**src/rtl/acc_exec_unit.sv**
```systemverilog
// Accumulator execution unit: accepts one ALU command at a time, sequences the external
// ALU through EXEC (plus MUL2 for multiplies) and writes the result back into acc.
module acc_exec_unit #(
    parameter int unsigned WIDTH = 12
) (
    input  logic             clk,
    input  logic             rstN,
    input  logic             cmd_valid,
    output logic             cmd_ready,
    input  logic [2:0]       cmd_op,
    input  logic [WIDTH-1:0] cmd_data,
    output logic [WIDTH-1:0] alu_a,
    output logic [WIDTH-1:0] alu_b,
    output logic [2:0]       alu_sel,
    input  logic [WIDTH-1:0] alu_result,
    output logic [WIDTH-1:0] acc,
    output logic             z_flag,
    output logic             done,
    output logic             err
);

    localparam logic [2:0] OP_MUL = 3'd4;

    typedef enum logic [1:0] {
        IDLE = 2'd0,
        EXEC = 2'd1,
        MUL2 = 2'd2,
        RET  = 2'd3
    } state_t;

    state_t state;
    state_t state_next;
    logic   handshake;
    logic   acc_we;
    logic   done_next;
    logic   err_next;
    logic   illegal_op;

    // Ready is gated by reset so nothing can be accepted while rstN is low.
    assign cmd_ready  = (state == IDLE) && rstN;
    assign handshake  = cmd_valid && cmd_ready;
    assign illegal_op = (alu_sel[2:1] == 2'b11);
    assign alu_a      = acc;
    assign z_flag     = (acc == '0);

    // Next-state and write-enable decode; done/err are registered so they line up with RET.
    always_comb begin
        state_next = state;
        acc_we     = 1'b0;
        done_next  = 1'b0;
        err_next   = 1'b0;
        case (state)
            IDLE: begin
                if (handshake) begin
                    state_next = EXEC;
                end
            end
            EXEC: begin
                if (alu_sel == OP_MUL) begin
                    state_next = MUL2;
                end else begin
                    state_next = RET;
                    done_next  = 1'b1;
                    err_next   = illegal_op;
                    acc_we     = !illegal_op;
                end
            end
            MUL2: begin
                acc_we     = 1'b1;
                state_next = RET;
                done_next  = 1'b1;
            end
            RET: begin
                state_next = IDLE;
            end
            default: begin
                state_next = IDLE;
            end
        endcase
    end

    always_ff @(posedge clk or negedge rstN) begin
        if (!rstN) begin
            state <= IDLE;
            done  <= 1'b0;
            err   <= 1'b0;
        end else begin
            state <= state_next;
            done  <= done_next;
            err   <= err_next;
        end
    end

    // Operand capture happens only on a handshake; otherwise the ALU inputs hold.
    always_ff @(posedge clk or negedge rstN) begin
        if (!rstN) begin
            alu_b   <= '0;
            alu_sel <= 3'd0;
        end else if (handshake) begin
            alu_b   <= cmd_data;
            alu_sel <= cmd_op;
        end
    end

    always_ff @(posedge clk or negedge rstN) begin
        if (!rstN) begin
            acc <= '0;
        end else if (acc_we) begin
            acc <= alu_result;
        end
    end

endmodule
```
**config.mk**
```make
export PLATFORM = sky130hd
export DESIGN_NAME = acc_exec_unit
export DESIGN_NICKNAME = d
export VERILOG_FILES = /design/src/rtl/acc_exec_unit.sv
export SDC_FILE = /design/constraint.sdc
export NUM_CORES = 1
export LEC_CHECK = 0
export BUFFER_PORTS_ARGS = -buffer_cell sky130_fd_sc_hd__buf_2
export CORE_MARGIN = 3
export CORE_UTILIZATION = 48
export CTS_CLUSTER_SIZE = 40
export DETAILED_ROUTE_END_ITERATION = 10
export PLACE_DENSITY = 0.9
export SETUP_SLACK_MARGIN = 0.02
export SYNTH_ARGS = -nofsm -noshare
export SYNTH_HDL_FRONTEND = slang
export SYNTH_SLANG_ARGS = --single-unit
```
**constraint.sdc**
```tcl
create_clock -name clk -period 3.35 [get_ports clk]
set_clock_uncertainty 0.1 [all_clocks]
set_input_delay 0.1675 -clock clk [delete_from_list [all_inputs] [get_ports clk]]
set_output_delay 0.1675 -clock clk [all_outputs]
set_load 0.02 [all_outputs]
```
# [Yosys cells after proc, flatten, opt, wreduce, memory -nomap -nowiden]
# Cells that the tools add are included.
[op_classes] muxes=9 n_reduce_logical=5 eq_ne=6 bitwise=0 multipliers=0 addsub=0 div_mod_pow=0 order_cmp=0 shifts=0
[op_table] cell="12-bit zero test" n=1
[op_table] cell="2-bit case mux with 4 select lines" n=1
[op_table] cell="2-bit == test, second input constant" n=3
[op_table] cell="1-bit two-way mux" n=5
[op_table] cell="1-bit case mux with 2 select lines" n=2
[op_table] cell="3-bit == test, second input constant" n=1
[op_table] cell="2-bit by 1-bit == test with 1-bit output, second input constant" n=1
[op_table] cell="1-bit logical AND" n=2
[op_table] cell="2-bit zero test" n=1
[op_table] cell="2-bit two-way mux" n=1
[op_table] cell="2-bit != test, second input constant" n=1
[op_table] cell="1-bit zero test" n=1
[word_totals] ram_bits=0 regBits=31 memories=0 rom_bits=0 latchBits=0 in_bits=30

# [Depth between registers and ports, before layout]
# Gate-level depths: netlist (run 1).
[depth] ltp_word=5 mapped_depth=6 depth_no_buf=5

# [Worst setup path after synthesis (run 1)]
# No wires, ideal clock.
[synth_path] path_type="reg-to-reg" start="register state[0]" end="register acc[0]" path_slack_ps=1687 path_stages_with_launch=7 synth_period_minus_slack_ps=1663 arrival_time_ps=1438 cell_sequence="dfrtp_1 inv_1 ha_1 o21ai_1 a31oi_4 buf_12 mux2_4"
[synth_via] elab_chain_cells=2
[synth_rtl] element="start: declaration" line="31" text="state_t state;"
[synth_rtl] element="start signal: assignment" line="88" text="state <= state_next;"
[synth_rtl] element="2-bit == test or 2-bit by 1-bit == test with 1-bit output (tied branches)" line="52" text="case (state)"
[synth_rtl] element="1-bit case mux with 2 select lines (*)" line="52"
[synth_rtl] element="end signal: assignment" line="109" text="acc <= alu_result;"
[synth_rtl] element="end: declaration" line="16" text="output logic [WIDTH-1:0] acc,"
# Mark *: on every way between the ends. The rest lies on a longest branch, timed or not.
# A chain may end at the register's enable or synchronous reset.

# [Worst setup path in the final report (run 1)]
[layout_path] start="register state[1]" end="register acc[8]"
# Same word-level chain as after synthesis.

==> metrics.yaml, run 1 <==
outcome: "complete, no violations"
combPwrFrac_pct: 55.0
drtIter0Drc: 12
pwr-share-clk_pct: 11.5
gr-total-overflow: 0
grt_setup_unrepaired: "false"
area_growth_pct: 43.6
crit_path_max_fanout: 12
fp.dieH_um: 60.7
initial_utilization_pct: 51.2
drive_gt1_share_pct: 58.9
syn_area_um2: 1440
die_area_um2: 3690
cts-root-buf: "clkbuf_4"
syn_inst: 96
post-cts-setup-buffer-count: 0
synth_nets: 130
worstMarginPinSlew_ps: 715
syn_area_per_cell_um2: 15.0
slew_viol_final: 0
switching_share_pct: 42.2
grt.total_usage_pct: 19.4
slew_headroom_pct: 52.3
drcViolationCount: 0
cts.sinks: 31
finalNonFillerCells: 221
ant_nets: 0
power_density_nw_per_um2: 1030
synth-adder-area-share_pct: 3.48
synthTopCellsByArea: "dfrtp_1, mux2_2, mux2_4"
grt_pass1_wl_um: 5070
cp.required_ps: 3470
critPathKind: "flip-flop to flip-flop"
grt_max_degree: 34
synth_edf_count: 0
finalSetupViolCount: 0
async_flop_share_pct: 100
post-route-min-period_ps: 1990
ys_types: 22
ys_ff_latch: 31
drtPass1Iterations: 4
nets: 223
clk_pin_slew_ps: 90
portBuffers: 72
synth_top_family_by_area: "multiplexers"
antenna_found_initial: 0
yosys.cell_count.top_type: "dfrtp_1"
yosys-top-cells-count: "dfrtp_1, mux2_2, buf_4"
post_drt_wl_per_cell_um: 14.4
io_pins: 73
synth_simple_gate_area_share_pct: 5.57
cts_max_level: 2
fp.dieW_um: 60.7
fin_tns_setup_ps: 0
max_freq_ghz: 0.503
num_antenna_cells: 0
seq_area_frac_synth_pct: 54.0
synthXorXnorAreaFrac_pct: 0
power_leakage_nw: 1.06
cp.arrival_ps: 2110
max_cap_violations: 0
core_area_um2: 2810
rows: 19
p_seq_share_pct: 33.5
muxShareOfSynthArea_pct: 24.5
dp_cells: 185
gp_congestion: 0.611
synth_ff_type: "dfrtp_1"
grt_pass1_vias: 1138
ir_drop_v: 0.000566
internal_power_mw: 1.22
cp-start-kind: "flip-flop"
numCtsBuffers: 5
synth_compound_area_share_pct: 3.22
switching_power_mw: 0.893
yosysTopAreaCell: "dfrtp_1"
avgViaCountPerCell: 4.87
fin_crit_sh_pct: 59.3
hold_path_class: "input pin to flip-flop"
yosysTopAreaCellShare_pct: 54.0
cts_tree: "yes"
yosys_warnings: 0
endpoint_kind: "flip-flop"
hpwl_um: 2040
hold_viol: 0
clock_path_buffers: 2
worstSkewPairLatency_ps: 320
drt_wl_total_um: 3180
via_count: 1076
worst paths after layout:
path                       slack, ps       end      start  cells after the start
setup / recovery                1360    acc[8]   state[1]                      5
hold / removal                   220  state[0]  cmd_valid                      4
setup reg to reg                1360    acc[8]   state[1]                      5
hold reg to reg                  420  alu_b[8]   alu_b[8]                      1
max in group asynchronous       2380      done       rstN                      2
min in group asynchronous        310  alu_b[0]       rstN                      2
worst max-delay path, stage by stage, from the launching register on:
cell	delay [ps]
dfrtp_1	370
inv_1	80
ha_1	310
o21ai_1	110
a31oi_4	500
mux2_2	400
area by class of cell:
| class | instances | area (um^2) |
|---|---|---|
| timing repair buffer | 100 | 641 |
| multi-input combinational | 48 | 529 |
| fill | 196 | 741 |
| tap | 31 | 38.8 |
| clock buffer | 8 | 68.8 |
| sequential | 31 | 776 |
| inverter | 3 | 11.3 |
state kept, by name (all words and copies together), names as in the netlist:
register / flops
acc: 12
alu_b: 12
alu_sel: 3
done: 1
err: 1
state: 2
power groups by stage:
stage | clock (mW) | combinational, mW | sequential [mW]
after detailed placement | 0 | 1.14 | 0.712
final | 0.244 | 1.16 | 0.709
after floorplan | 0 | 0.725 | 0.916
after global placement | 0 | 1.11 | 0.699
after global routing | 0.277 | 1.24 | 0.740
after CTS | 0.254 | 1.16 | 0.707
cells in the final DEF, fill, tap and decap left out, types with 2 or more instances in the layout:
cell / n
buf_2: 72
dfrtp_1: 31
dlygate4sd3_1: 28
mux2_2: 18
mux2_4: 10
clkbuf_4: 5
ha_1: 4
inv_1: 3
nor4_1: 3
clkbuf_8: 2
metrics by stage:
stage | cell area (um^2) | power, mW | utilization, % | worst slack, ps | hold slack (ps)
floorplan | 1440 | 1.64 | - | 1690 | -228
finish | 2060 | 2.12 | 73.6 | 1360 | 215
CTS | 2060 | 2.12 | 73.6 | 1360 | 190
global placement | 1720 | 1.81 | 61.2 | 1480 | 133
global route | 2060 | 2.26 | 73.6 | 1220 | 249
detailed placement | 1720 | 1.85 | 61.2 | 1390 | 151
metal layers:
layer / share of wire [%] / GRT usage (%)
met3: 9.4 / 9.15
met5: 0 / 0
met4: 1.4 / 9.29
met2: 50 / 32.8
met1: 39 / 20.2
cell families (layout without fill, tap and decap cells):
logic type,Yosys count,in the layout
adder cells (fa/ha/maj),4,4
multiplexers,28,28
AND/OR/NAND/NOR,11,11
AO/OA/AOI/OAI,5,5
buffers and inverters,17,111
flip-flops,31,31
timing repair:
| item | in CTS | in global routing |
|---|---|---|
| resized for setup | 0 | 0 |
| hold buffers | 28 | 0 |
| hold endpoints to repair | 58 | 0 |
Power figures use the tool's default switching activity.
==> run 2: changes to the inputs <==
--- a/config.mk
+++ b/config.mk
@@ -7,10 +7,10 @@
 export LEC_CHECK = 0
 export BUFFER_PORTS_ARGS = -buffer_cell sky130_fd_sc_hd__buf_2
 export CORE_MARGIN = 3
-export CORE_UTILIZATION = 48
+export CORE_UTILIZATION = 45
 export CTS_CLUSTER_SIZE = 40
 export DETAILED_ROUTE_END_ITERATION = 10
-export PLACE_DENSITY = 0.9
+export PLACE_DENSITY = 0.85
 export SETUP_SLACK_MARGIN = 0.02
 export SYNTH_ARGS = -nofsm -noshare
 export SYNTH_HDL_FRONTEND = slang
==> constraint.sdc (replaced) <==
create_clock -name clk -period 2 [get_ports clk]
set_clock_uncertainty 0.1 [all_clocks]
set_input_delay 0.1 -clock clk [delete_from_list [all_inputs] [get_ports clk]]
set_output_delay 0.1 -clock clk [all_outputs]
set_load 0.02 [all_outputs]
==> metrics.yaml, run 2 (synthesis results as in run 1) <==
outcome: "complete, no violations"
num_antenna_cells: 0  # unchanged
die_area_um2: 3910  # +6.0%
cts-resized-gates: 0  # unchanged
drive_gt1_share_pct: 58.9  # -0.093 points
clock_path_buffers: 2  # unchanged
cp.arrival_ps: 1900  # -210 ps
drt_wl_total_um: 3420  # +7.6%
grt.total_usage_pct: 18.8  # -0.54 points
power_density_nw_per_um2: 1710  # +67%
slew_viol_final: 0  # unchanged
reg2reg_depth: 6  # +1
largestRegisters: "acc (12), alu_b (12), alu_sel (3)"
ant_nets: 0  # unchanged
worstReg2RegStart: "state[0]"
hold_viol: 0  # unchanged
cp.required_ps: 2120  # -1350 ps
fin_tns_setup_ps: 0  # unchanged
grt_pass1_wl_um: 5820  # +15%
power_mw: 3.57  # +69%
clk_pin_slew_ps: 90  # about the same
area_growth_pct: 45.2
cts_tree: "yes"
gp_congestion: 0.767  # +25%
layout.cells.most_common: "buf_2"
nets: 225  # +0.90%
grt_pass1_vias: 1164  # +2.3%
cts.sinks: 31  # unchanged
ir_drop_v: 0.000790  # +39%
cts-root-buf: "clkbuf_4"
crit_path_max_fanout: 12  # unchanged
initial_utilization_pct: 49.6  # -1.7 points
finalSetupViolCount: 0  # unchanged
drcViolationCount: 0  # unchanged
power_leakage_nw: 1.06  # +0.39%
avgViaCountPerCell: 4.70  # -3.5%
slew_headroom_pct: 72.5  # +20 points
grt_setup_unrepaired: "false"
worstMarginPinSlew_ps: 409  # -306 ps
fp.dieH_um: 62.5  # +3.0%
grt_max_degree: 18  # -47%
fin_crit_sh_pct: 89.1  # +30 points
numCtsBuffers: 5  # unchanged
final_cell_mix: "buf_2, dfrtp_1, dlygate4sd3_1"
max_cap_violations: 0  # unchanged
r2r_end: "acc[8]"
drtPass1Iterations: 4  # unchanged
max_freq_ghz: 0.561  # +12%
drtIter0Drc: 43  # +31
cts_max_level: 2  # unchanged
rows: 19  # unchanged
worstSkewPairLatency_ps: 320  # about the same
core_area_um2: 2900  # +3.4%
rrSetupSlack_ps: 220  # -1140 ps
io_pins: 73  # unchanged
critPathKind: "flip-flop to flip-flop"
gr-total-overflow: 0  # unchanged
cp-start-kind: "flip-flop"
endpoint_kind: "flip-flop"
post-route-min-period_ps: 1780  # -206 ps
via_count: 1099  # +2.1%
hold_path_class: "input pin to async pin"
post_drt_wl_per_cell_um: 14.6  # +1.6%
fp.dieW_um: 62.5  # +3.0%
fin_util_pct: 72.0  # -1.6 points
fillCellCount: 189  # -3.6%
portBuffers: 72  # unchanged
antenna_found_initial: 0  # unchanged
-- run 2: cell count changes in the layout (fill, tap and decap cells not counted) --
cell      delta
clkbuf_8     -2
buf_12       +1
buf_4        +1
clkbuf_1     +1
clkinv_2     +1
-- run 2: how the worst max path moves through the flow --
stage             start     end  slack, ps  cells past startpoint
5_1_grt        state[0]  acc[8]        130                      6
3_3_place_gp   state[0]  acc[7]        310                      6
6_report       state[0]  acc[8]        220                      6
3_5_place_dp   state[1]  acc[8]        220                      6
4_1_cts        state[0]  acc[8]        210                      6
2_1_floorplan  state[0]  acc[0]        340                      6
-- run 2: layout make-up --
class | count | area (um^2) | share of cell area [%]
flip-flops and latches | 31 | 776 | 37.2
multi-input cells | 48 | 529 | 25.4
clock inverters | 1 | 5.00 | 0.240
repair buffers | 102 | 668 | 32.0
inverters | 3 | 11.3 | 0.540
well taps | 42 | 52.6 | 2.52
clock buffers | 7 | 45.0 | 2.16
-- run 2: metrics by stage --
step,setup slack [ps],instances,instance area [um^2],hold slack [ps]
final,218,234,2090,142
after detailed placement,221,198,1760,-60.5
after global routing,126,234,2090,177
after global placement,311,198,1760,-69.2
after floorplan,337,96,1440,-296
after CTS,210,234,2090,113
-- run 2: power breakdown --
group | internal [mW] | switching (mW)
Clock | 0.137 | 0.201
Combinational | 0.952 | 1.08
Sequential | 0.947 | 0.249
Total | 2.04 | 1.54
-- run 2: critical path, cell delays in order (launching register included) --
cell	delay, ps
dfrtp_1	370
inv_1	90
ha_1	310
o21ai_1	110
a31oi_4	180
buf_12	170
mux2_2	340
-- run 2: metal layers --
| metal | part of all wire (%) | GRT usage, % | up-vias |
|---|---|---|---|
| met3 | 10 | 6.83 | 6 |
| met5 | 0 | 0 | - |
| met2 | 47 | 30.9 | 68 |
| li1 | - | - | 511 |
| met4 | 1.6 | 8.26 | 0 |
| met1 | 41 | 22.1 | 514 |
-- run 2: timing repair --
action                                 4_1_cts  5_1_grt
hold buffers                                28        0
endpoints found under the hold margin       58        0
buffers inserted                             0        0
